File: src/rtl/fifo_block_stats.sv
// Read-side FIFO consumer: groups BLK_LEN signed samples per block into sum/min/max.
// Latency: result valid on the edge after the last pop (pop-to-capture is one cycle).
// Backpressure: FIFO reads stop while a result is pending, so the FIFO absorbs the stall.
module fifo_block_stats #(
    parameter int DATA_W  = 8,
    parameter int BLK_LEN = 4,
    parameter int SUM_W   = 16
) (
    input  logic              clk,
    input  logic              rst_n,
    input  logic              fifo_empty,
    output logic              fifo_r_en,
    input  logic [DATA_W-1:0] fifo_data,
    output logic [SUM_W-1:0]  sum_out,
    output logic [DATA_W-1:0] min_out,
    output logic [DATA_W-1:0] max_out,
    output logic              out_valid,
    input  logic              out_ready,
    output logic [15:0]       blk_cnt
);

    localparam int CW = $clog2(BLK_LEN + 1);
    localparam logic [CW-1:0] FULL = CW'(BLK_LEN);
    localparam logic [CW-1:0] LAST = CW'(BLK_LEN - 1);

    typedef enum logic {ST_FILL, ST_OUT} state_t;

    state_t                   state, state_nxt;
    logic [CW-1:0]            issued, recvd;
    logic                     cap_vld;
    logic                     pop, last_cap, accept, first;
    logic signed [DATA_W-1:0] samp, acc_min, acc_max, min_nxt, max_nxt;
    logic signed [SUM_W-1:0]  samp_ext, acc_sum, sum_nxt;

    // Running statistics including the sample being captured this cycle.
    always_comb begin
        samp     = signed'(fifo_data);
        samp_ext = {{(SUM_W-DATA_W){samp[DATA_W-1]}}, samp};
        first    = (recvd == '0);
        sum_nxt  = first ? samp_ext : acc_sum + samp_ext;
        min_nxt  = (first || samp < acc_min) ? samp : acc_min;
        max_nxt  = (first || samp > acc_max) ? samp : acc_max;
    end

    always_comb begin
        state_nxt = state;
        fifo_r_en = 1'b0;
        out_valid = 1'b0;
        case (state)
            ST_FILL: begin
                // Deliberately not gated by fifo_empty; the FIFO ignores empty reads.
                fifo_r_en = (issued < FULL);
                if (cap_vld && recvd == LAST)
                    state_nxt = ST_OUT;
            end
            ST_OUT: begin
                out_valid = 1'b1;
                if (out_ready)
                    state_nxt = ST_FILL;
            end
            default: state_nxt = ST_FILL;
        endcase
    end

    assign pop      = fifo_r_en && !fifo_empty;
    assign last_cap = cap_vld && (recvd == LAST);
    assign accept   = (state == ST_OUT) && out_ready;

    always_ff @(posedge clk or negedge rst_n) begin
        if (!rst_n) begin
            state   <= ST_FILL;
            issued  <= '0;
            recvd   <= '0;
            cap_vld <= 1'b0;
            blk_cnt <= '0;
        end else begin
            state   <= state_nxt;
            cap_vld <= pop;
            if (accept) begin
                issued  <= '0;
                recvd   <= '0;
                blk_cnt <= blk_cnt + 16'd1;
            end else begin
                if (pop)
                    issued <= issued + CW'(1);
                if (cap_vld)
                    recvd <= recvd + CW'(1);
            end
        end
    end

    always_ff @(posedge clk or negedge rst_n) begin
        if (!rst_n) begin
            acc_sum <= '0;
            acc_min <= '0;
            acc_max <= '0;
            sum_out <= '0;
            min_out <= '0;
            max_out <= '0;
        end else if (cap_vld) begin
            acc_sum <= sum_nxt;
            acc_min <= min_nxt;
            acc_max <= max_nxt;
            if (last_cap) begin
                sum_out <= sum_nxt;
                min_out <= min_nxt;
                max_out <= max_nxt;
            end
        end
    end

endmodule

File: config.mk
export PLATFORM = sky130hd
export DESIGN_NAME = fifo_block_stats
export DESIGN_NICKNAME = d
export VERILOG_FILES = /design/src/rtl/fifo_block_stats.sv
export SDC_FILE = /design/constraint.sdc
export NUM_CORES = 1
export LEC_CHECK = 0
export CORE_MARGIN = 3
export CORE_UTILIZATION = 51
export CTS_CLUSTER_SIZE = 40
export DETAILED_ROUTE_END_ITERATION = 12
export GPL_ROUTABILITY_DRIVEN = 0
export PLACE_DENSITY = 0.79
export SLEW_MARGIN = 5
export SYNTH_ARGS = -nofsm -noshare
export SYNTH_HDL_FRONTEND = slang
export SYNTH_SLANG_ARGS = --single-unit
File: constraint.sdc
create_clock -name clk -period 2.1 [get_ports clk]
set_input_delay 0.42 -clock clk [delete_from_list [all_inputs] [get_ports clk]]
set_output_delay 0.42 -clock clk [all_outputs]
set_load 0.02 [all_outputs]
==> results.py <==
metrics = {
    "worst_setup_path": {
        "endpoint_kind": "register",
        "reg2reg_depth": 8,
        "critical_path_required_ps": 2360,
        "cp_max_fo": 3,
        "ff2ff_setup_slack_ps": -240,
        "crit_arrival_ps": 2600,
        "crit_end": "acc_sum[14]",
        "crit_path_start": "acc_sum[0]",
        "reg2reg_to": "acc_sum[14]",
        "rr_startpoint": "acc_sum[0]",
        "path_class": "reg2reg",
        "cp-start-kind": "register",
    },
    "logic_synthesis": {
        "synth-seq-cells": 88,
        "synth_ff_type": "dfrtp_1",
        "ys_types": 62,
        "synthCells": 533,
        "synth_top_area_cell": "dfrtp_1",
        "synth.most_common_cell": "dfrtp_1",
        "synth_area_per_cell_um2": 9.66,
        "seq_area_frac_synth": 0.428,
        "ys_top_cells_by_count": "dfrtp_1 (88), nor2_1 (49), nand2_1 (48), ha_1 (35), a21oi_1 (33)",
        "synth_top_cell_area_share": 0.428,
        "synth.area.top_cells": "dfrtp_1 (43%), ha_1 (8.5%), nor2_1 (3.6%)",
        "synthArstFlopShare": 1.00,
        "synth-edff-count": 0,
        "ys_warn_count": 0,
        "syn_nets": 581,
        "synth_area_um2": 5150,
    },
    "clocking": {
        "clock_path_buffers": 2,
        "root_buffer": "clkbuf_8",
        "clk_latency_ps": 380,
        "cts_tree": "built",
        "h-tree-depth": 3,
        "cts_buffers": 9,
        "clkTransAtPathRegs_ps": 100,
        "clkSinkCount": 88,
        "ctsHoldBuffers": 0,
    },
    "sta": {
        "drv_slew": 0,
        "whs_ps": 69.3,
        "period_needed_ps": 2340,
        "worst_clock_skew_ps": 11.4,
        "hold_viol": 0,
        "fin_ws_ps": -237,
        "period_share": 1.11,
        "tightest_slew_ps": 612,
        "setup_viol": 20,
        "max_freq_ghz": 0.428,
        "slew_headroom": 0.589,
        "rsz0062_at_grt": "yes",
    },
    "route": {
        "wirelength_um": 14000,
        "routedWlPerCell_um": 17.5,
        "routed-wl-met3_um": 658,
        "viasPerCell": 5.83,
        "dr_wl_met2_um": 7260,
        "drt_iter0_drc": 316,
        "drt.antenna.violating_nets": 0,
        "dr.pass1.iters": 5,
        "vias": 4658,
        "dr.max_layer_used": "met4",
        "drc_errors": 0,
        "wl_met1_um": 5600,
    },
    "hold_path": {
        "hold_path_class": "in2async",
    },
    "floorplan": {
        "initial_utilization": 0.527,
        "core_um2": 9770,
        "die_w_um": 106,
        "die_height_um": 106,
        "dieArea_um2": 11300,
        "io-pin-count": 62,
        "rows": 36,
    },
    "global_route": {
        "antenna_found_initial": 0,
        "grt_max_degree": 89,
        "grt_pass1_wl_um": 21800,
        "overflow": 0,
        "gr-usage-all-layers": 0.241,
        "grt_pass1_vias": 4611,
    },
    "final_layout": {
        "final_nets": 710,
        "insertedDiodeCount": 0,
        "n_fill_cell": 700,
        "drive_gt1_frac": 0.251,
        "regArea_um2": 2200,
        "area_delta_synth_final_pct": 33.8,
        "final_cells": 799,
        "multiInputGateArea_um2": 3000,
    },
    "place": {
        "port_buffers": 61,
        "dpl.hpwl_um": 9300,
        "dp_cells": 774,
    },
    "outcome": {
        "status": "finished with violations",
        "violations": "setup timing",
    },
    "run": {
        "cap_violations": 0,
    },
    "power": {
        "worst_ir_drop_vdd_uv": 543,
        "powerDensity_nw_per_um2": 1590,
        "p_leak_uw": 0.00310,
    },
}
metal layers:
layer | GRT usage | vias up
met5 | 0 | -
met4 | 0.112 | 0
met3 | 0.0443 | 43
met2 | 0.414 | 149
met1 | 0.293 | 2304
li1 | - | 2162
report_power, final:
| group | total, µW | leakage, µW | switching [µW] | internal [µW] |
|---|---|---|---|---|
| registers | 3020 | 0.00105 | 578 | 2440 |
| clock network | 1080 | 0.0000859 | 653 | 430 |
| logic | 6830 | 0.00197 | 3520 | 3310 |
| total | 10900 | 0.00310 | 4750 | 6180 |
logic make-up after synthesis:
family,count (synthesis),synth area share
buffers and inverters,55,0.0454
AO/OA/AOI/OAI,132,0.172
XOR/XNOR,24,0.0408
flip-flops,88,0.428
multiplexers,34,0.0751
adder cells (fa/ha/maj),36,0.0889
AND/OR/NAND/NOR,164,0.150
worst min path at each step:
stage	from	slack, ps	endpoint
2_1_floorplan	rst_n	120	acc_max[0]
3_3_place_gp	blk_cnt[15]	460	blk_cnt[15]
3_5_place_dp	blk_cnt[15]	470	blk_cnt[15]
4_1_cts	rst_n	90	min_out[7]
5_1_grt	rst_n	110	min_out[6]
6_report	rst_n	70	acc_min[5]
repair_timing:
action                     in CTS  in global routing
resized for setup              27                 44
cloned                          1                  0
setup buffers                   3                  6
pin swaps                       8                 25
setup endpoints to repair      50                 50
cell usage in the layout (no fill, tap or decap), drive strengths merged, types with 7 or more instances in the layout:
cell type | netlist | routed
dfrtp | 88 | 88
buf | 13 | 83
clkdlybuf4s50 | 0 | 52
nor2 | 49 | 49
nand2 | 48 | 48
o21ai | 35 | 35
ha | 35 | 35
a21oi | 33 | 33
inv | 30 | 32
nand3 | 20 | 20
xnor2 | 20 | 20
mux2i | 18 | 18
mux2 | 16 | 16
clkbuf | 12 | 15
nor3 | 13 | 13
o211ai | 11 | 11
a31oi | 11 | 11
a21o | 7 | 7
cell type report:
cell class                 instances  area share
clock inverter                     6     0.00636
timing repair buffer             143       0.180
clock buffer                       9      0.0180
multi-input combinational        390       0.436
inverter                          30      0.0164
tap                              133      0.0242
sequential                        88       0.320
per-stage QoR:
step,setup slack (ps),setup TNS [ps],power (µW),cell area [µm²],utilization
floorplan,-80.8,-80.8,6700,5160,-
global placement,-656,-29350,8790,6370,0.652
detailed placement,-739,-33140,9060,6370,0.652
CTS,-192,-1090,10400,6690,0.685
global route,-309,-3760,11700,6890,0.705
finish,-237,-2290,10900,6890,0.705
sequential cells by signal, summed over array words and instances (netlist names):
signal	count
acc_max	8
acc_min	8
acc_sum	16
blk_cnt	16
cap_vld	1
issued	3
max_out	8
min_out	8
recvd	3
state	1
sum_out	16
worst max-delay path: stages, from the launching register on:
cell and delay, ps:
dfrtp_1 430, ha_4 190, fa_2 390, a21o_1 180, a31o_1 210, a21o_1 220, o21ai_2 190, nor4b_1 70
or3_1 340
Power figures use the tool's default switching activity.
